===== src/rtl/dual_req_arbiter.sv =====
// Two-requester round-robin arbiter with bounded grant hold time.
// One requester owns the shared resource at a time; a grant ends on the
// owner's done pulse, when its request drops, or when it has held the
// resource for HOLD_MAX cycles while the other side is waiting. Every
// release is followed by TURN_CYC idle turnaround cycles. Grants and the
// state code are registered, so they change only on the clock edge.
module dual_req_arbiter #(
    parameter int HOLD_MAX = 4,
    parameter int TURN_CYC = 1
) (
    input  logic       clk,
    input  logic       rs,
    input  logic       p1,
    input  logic       p2,
    input  logic       done1,
    input  logic       done2,
    output logic       g1,
    output logic       g2,
    output logic [2:0] Y
);

    typedef enum logic [2:0] {
        IDLE = 3'b000,
        GNT1 = 3'b001,
        GNT2 = 3'b010,
        TURN = 3'b100
    } state_t;

    localparam logic [3:0] HoldLim = 4'(HOLD_MAX);
    localparam logic [2:0] TurnLim = 3'(TURN_CYC);

    state_t     state_q, state_d;
    logic [3:0] holdCnt_q, holdCnt_d;
    logic [2:0] turnCnt_q, turnCnt_d;
    // Set when requester 2 was the last one served; p1 then wins a tie.
    logic       lastP2_q, lastP2_d;
    logic       g1_q, g2_q;
    logic [2:0] y_q;

    // done2 only matters while requester 2 holds the grant and done1 only
    // while requester 1 does; the other pulse is deliberately ignored.

    // Next-state logic: arbitration, hold-time limit and turnaround counting.
    always_comb begin
        state_d   = state_q;
        holdCnt_d = holdCnt_q;
        turnCnt_d = turnCnt_q;
        lastP2_d  = lastP2_q;
        unique case (state_q)
            IDLE: begin
                if (p1 && (!p2 || lastP2_q)) begin
                    state_d   = GNT1;
                    holdCnt_d = 4'd1;
                end else if (p2) begin
                    state_d   = GNT2;
                    holdCnt_d = 4'd1;
                end
            end
            GNT1: begin
                if (done1 || !p1 || (holdCnt_q == HoldLim && p2)) begin
                    state_d   = TURN;
                    holdCnt_d = 4'd0;
                    turnCnt_d = 3'd1;
                    lastP2_d  = 1'b0;
                end else if (holdCnt_q < HoldLim) begin
                    holdCnt_d = holdCnt_q + 4'd1;
                end
            end
            GNT2: begin
                if (done2 || !p2 || (holdCnt_q == HoldLim && p1)) begin
                    state_d   = TURN;
                    holdCnt_d = 4'd0;
                    turnCnt_d = 3'd1;
                    lastP2_d  = 1'b1;
                end else if (holdCnt_q < HoldLim) begin
                    holdCnt_d = holdCnt_q + 4'd1;
                end
            end
            TURN: begin
                if (turnCnt_q >= TurnLim) begin
                    turnCnt_d = 3'd0;
                    if (p1 && (!p2 || lastP2_q)) begin
                        state_d   = GNT1;
                        holdCnt_d = 4'd1;
                    end else if (p2) begin
                        state_d   = GNT2;
                        holdCnt_d = 4'd1;
                    end else begin
                        state_d = IDLE;
                    end
                end else begin
                    turnCnt_d = turnCnt_q + 3'd1;
                end
            end
            default: begin
                state_d   = IDLE;
                holdCnt_d = 4'd0;
                turnCnt_d = 3'd0;
            end
        endcase
    end

    // State register with synchronous reset; outputs are registered from the next state.
    always_ff @(posedge clk) begin
        if (rs) begin
            state_q   <= IDLE;
            holdCnt_q <= 4'd0;
            turnCnt_q <= 3'd0;
            lastP2_q  <= 1'b1;
            g1_q      <= 1'b0;
            g2_q      <= 1'b0;
            y_q       <= 3'b000;
        end else begin
            state_q   <= state_d;
            holdCnt_q <= holdCnt_d;
            turnCnt_q <= turnCnt_d;
            lastP2_q  <= lastP2_d;
            g1_q      <= (state_d == GNT1);
            g2_q      <= (state_d == GNT2);
            y_q       <= state_d;
        end
    end

    assign g1 = g1_q;
    assign g2 = g2_q;
    assign Y  = y_q;

endmodule


===== config.mk =====
export PLATFORM = sky130hd
export DESIGN_NAME = dual_req_arbiter
export DESIGN_NICKNAME = d
export VERILOG_FILES = /design/src/rtl/dual_req_arbiter.sv
export SDC_FILE = /design/constraint.sdc
export NUM_CORES = 1
export LEC_CHECK = 0
export ABC_AREA = 1
export CAP_MARGIN = 10
export CORE_MARGIN = 2
export CORE_UTILIZATION = 45
export CTS_CLUSTER_SIZE = 28
export DETAILED_ROUTE_END_ITERATION = 16
export PLACE_DENSITY_LB_ADDON = 0.3
export SETUP_SLACK_MARGIN = 0.05
export SLEW_MARGIN = 5
export SYNTH_ARGS = -nofsm -noshare
export SYNTH_HDL_FRONTEND = slang
export SYNTH_SLANG_ARGS = --single-unit

===== constraint.sdc =====
create_clock -name clk -period 1.4 [get_ports clk]
set_clock_uncertainty 0.15 [all_clocks]
set_input_delay 0.14 -clock clk [delete_from_list [all_inputs] [get_ports clk]]
set_output_delay 0.14 -clock clk [all_outputs]
set_load 0.03 [all_outputs]

==> insert_results.sql <==
INSERT INTO impl_metrics (metric_group, metric, value, unit) VALUES
('run_status', 'run_status', 'complete, but fails checks', ''),
('run_status', 'failing_checks', 'setup timing', ''),
('placed_design', 'place_hpwl', '1200', 'um'),
('placed_design', 'placedCellCount', '133', ''),
('worst_setup_path', 'critical_path_class', 'flop to flop', ''),
('finish', 'finish.net_count', '134', ''),
('power_and_ir_drop', 'power_leakage', '0.458', 'nW'),
('power_and_ir_drop', 'vdd.ir_drop.worst', '0.685', 'mV'),
('clocking', 'clk_path_buf_depth', '2', ''),
('global_route', 'grt_pass1_vias', '712', ''),
('timing', 'max_freq', '0.687', 'GHz'),
('logic_synthesis', 'synth.largest_area_cell', 'sky130_fd_sc_hd__dfxtp_1', ''),
('route', 'routed-via-count', '692', ''),
('run', 'drv_cap', '0', ''),
('worst_setup_path', 'r2r.worst_path.cells', '12', ''),
('route', 'finalWirelength', '1710', 'um'),
('hold_path', 'worst_hold_path_type', 'flop to flop', ''),
('logic_synthesis', 'post_synth_num_cell_types', '20', ''),
('timing', 'finalWorstPathRequiredPeriod', '1450', 'ps'),
('logic_synthesis', 'postSynth.asyncResetShare', '0', '%'),
('clocking', 'clk_pin_slew', '80', 'ps'),
('logic_synthesis', 'post_synth_inst_count', '98', ''),
('clocking', 'cts_tree', 'built', ''),
('floorplanning', 'floorplan.die.width', '43.5', 'um'),
('logic_synthesis', 'synthTopCellsByArea', 'sky130_fd_sc_hd__dfxtp_1, sky130_fd_sc_hd__nand2_1, sky130_fd_sc_hd__inv_1', ''),
('timing', 'grt_setup_unrepaired', 'true', ''),
('route', 'avgRoutedWirePerCell', '12.3', 'um'),
('logic_synthesis', 'netlist_area', '703', 'um^2'),
('power_and_ir_drop', 'powerDensity', '1000', 'mW/mm^2'),
('global_route', 'grt_start_max_net_pins', '9', ''),
('floorplanning', 'chipHeight', '43.5', 'um'),
('timing', 'timing.final.crit_share', '104', '%'),
('placed_design', 'io_buffer_count', '10', ''),
('timing', 'slew_viol_final', '0', ''),
('timing', 'timing.final.setup_violations', '3', ''),
('clocking', 'ctsHtreeMaxLevel', '1', ''),
('global_route', 'grt_first_pass_wirelength', '2790', 'um'),
('timing', 'hold_ws', '334', 'ps'),
('timing', 'finalHoldViolCount', '0', ''),
('timing', 'fin_ws', '-54.8', 'ps'),
('route', 'avgViaCountPerCell', '4.98', ''),
('floorplanning', 'initial_utilization', '47.2', '%'),
('hold_path', 'hold_path_depth', '2', ''),
('finish', 'fillerInstances', '115', ''),
('timing', 'max_slew.worst_pin.slew', '304', 'ps'),
('floorplanning', 'design.core.area', '0.00149', 'mm^2'),
('floorplanning', 'num_rows', '14', ''),
('global_route', 'global_route.overflow_total', '0', ''),
('worst_setup_path', 'crit_required', '1430', 'ps'),
('route', 'antenna_violating_nets_post_route', '0', ''),
('logic_synthesis', 'postSynthNetCount', '108', ''),
('clocking', 'worst_skew_pair.late_latency', '280', 'ps'),
('logic_synthesis', 'synth.top_cell.area_share', '37.0', '%'),
('worst_setup_path', 'worst_path_fanout_max', '4', ''),
('logic_synthesis', 'post-synth-top-count-cell', 'sky130_fd_sc_hd__nand2_1', ''),
('placed_design', 'gp_congestion', '0.802', ''),
('logic_synthesis', 'synth_edf_count', '0', ''),
('global_route', 'antenna_violations_before_repair', '0', ''),
('route', 'drc', '0', ''),
('finish', 'post_route_cells_drive_above_1_share', '50.4', '%'),
('logic_synthesis', 'postSynthRegisterBits', '13', ''),
('clocking', 'numCtsBuffers', '3', ''),
('worst_setup_path', 'cp-end-kind', 'flop', ''),
('route', 'detailedRoute.firstIterationViolations', '12', ''),
('global_route', 'groute.usage.overall', '20.2', '%'),
('clocking', 'clock-sinks', '13', ''),
('finish', 'final_util', '70.9', '%'),
('logic_synthesis', 'synthFlopType', 'sky130_fd_sc_hd__dfxtp_1', ''),
('worst_setup_path', 'worst_ep_arrival_time', '1480', 'ps'),
('finish', 'antenna-diode-count', '0', ''),
('timing', 'worst_slew_margin_rel', '79.8', '%'),
('floorplanning', 'pin_count', '11', ''),
('logic_synthesis', 'ys_warn_count', '0', ''),
('logic_synthesis', 'synth_commonest_cells', 'sky130_fd_sc_hd__nand2_1, sky130_fd_sc_hd__inv_1, sky130_fd_sc_hd__dfxtp_1', ''),
('finish', 'final_cell_count_no_fill', '139', ''),
('logic_synthesis', 'ys_seq_area_share', '37.0', '%'),
('clocking', 'hold_fix_buffer_count_after_cts', '0', ''),
('route', 'first_pass_iters', '4', ''),
('logic_synthesis', 'synth.avg_cell_area', '7.18', 'um^2'),
('clocking', 'ctsRootBufferMaster', 'sky130_fd_sc_hd__clkbuf_4', ''),
('floorplanning', 'fp.dieArea', '0.00189', 'mm^2'),
('finish', 'flow.area_growth_from_synthesis', '50.2', '%'),
('worst_setup_path', 'worstSetupStartpointType', 'flop', '');
worst paths after layout:
path | start | to | slack, ps
min | lastP2_q | lastP2_q | 330
max | turnCnt_q[1] | holdCnt_q[1] | -50
max reg2reg | turnCnt_q[1] | holdCnt_q[1] | -50
min reg2reg | lastP2_q | lastP2_q | 330
sequential cells by signal, summed over array words and instances (netlist names):
register / count
holdCnt_q: 4
Y: 3
turnCnt_q: 3
g1: 1
g2: 1
lastP2_q: 1
layer usage:
| metal | part of all wire [%] | track usage [%] | routed length [um] |
|---|---|---|---|
| met5 | 0 | 0 | 0 |
| met4 | 1.4 | 9.09 | 24 |
| met3 | 5.1 | 8.33 | 88 |
| met2 | 51 | 34.6 | 865 |
| met1 | 43 | 21.6 | 730 |
critical path, stage by stage (launching register included):
cell	delay [ps]
sky130_fd_sc_hd__dfxtp_4	350
sky130_fd_sc_hd__inv_2	40
sky130_fd_sc_hd__ha_4	150
sky130_fd_sc_hd__nor2_4	90
sky130_fd_sc_hd__nand3_2	90
sky130_fd_sc_hd__nor2_4	100
sky130_fd_sc_hd__inv_2	60
sky130_fd_sc_hd__nand2_4	80
sky130_fd_sc_hd__inv_4	40
sky130_fd_sc_hd__nand2_2	50
sky130_fd_sc_hd__nand2_1	50
sky130_fd_sc_hd__nand2_1	60
sky130_fd_sc_hd__nor2_1	40
kinds of logic after synthesis:
logic type,count (synthesis),share of synthesized area [%]
XOR/XNOR,1,1.25
flip-flops,13,37.0
AO/OA/AOI/OAI,13,10.3
adder cells (fa/ha/maj),4,7.12
buffers and inverters,18,9.61
AND/OR/NAND/NOR,49,34.7
final cells by class:
type	instances	area [um^2]	area share (%)
sequential	13	272	25.7
inverter	17	66.3	6.28
timing repair buffer	22	176	16.7
clock buffer	4	26.3	2.49
multi-input combinational	67	495	46.9
tap	16	20.0	1.90
repair_timing:
item | CTS | global route
endpoints found under the setup margin | 14 | 16
buffers inserted | 3 | 0
resized for setup | 14 | 29
pin swaps | 8 | 12
power by group:
part           leakage (nW)  switching (mW)  internal, mW
Sequential            0.109          0.0310         0.407
Clock                0.0150           0.126         0.111
Combinational         0.333           0.220         0.164
per-stage QoR:
stage | TNS, ps | area (um^2) | total power, mW | setup WS (ps)
finish | -124 | 1060 | 1.06 | -54.8
detailed placement | -1830 | 933 | 0.768 | -207
global route | -779 | 1060 | 1.12 | -139
CTS | -95.8 | 987 | 1.01 | -27.3
global placement | -1360 | 933 | 0.758 | -176
floorplan | -86.0 | 742 | 0.660 | -51.2
cells in the final DEF, fill, tap and decap left out, types with 3 or more instances in the layout:
master	synthesis	layout
sky130_fd_sc_hd__nand2_1	20	12
sky130_fd_sc_hd__clkdlybuf4s50_1	0	5
sky130_fd_sc_hd__dfxtp_2	0	6
sky130_fd_sc_hd__a21oi_2	2	5
sky130_fd_sc_hd__clkbuf_4	0	3
sky130_fd_sc_hd__nand4_1	4	4
sky130_fd_sc_hd__nor2_4	2	4
sky130_fd_sc_hd__dfxtp_1	13	6
sky130_fd_sc_hd__nand2_4	0	4
sky130_fd_sc_hd__nand2_2	3	7
sky130_fd_sc_hd__buf_4	0	11
sky130_fd_sc_hd__a21oi_1	6	3
sky130_fd_sc_hd__inv_2	3	5
sky130_fd_sc_hd__clkbuf_2	0	3
sky130_fd_sc_hd__nor2_1	12	8
sky130_fd_sc_hd__nand3_2	2	3
sky130_fd_sc_hd__inv_1	14	11
sky130_fd_sc_hd__nor2_2	1	3
Note: power is estimated with default switching activity, not from simulation.
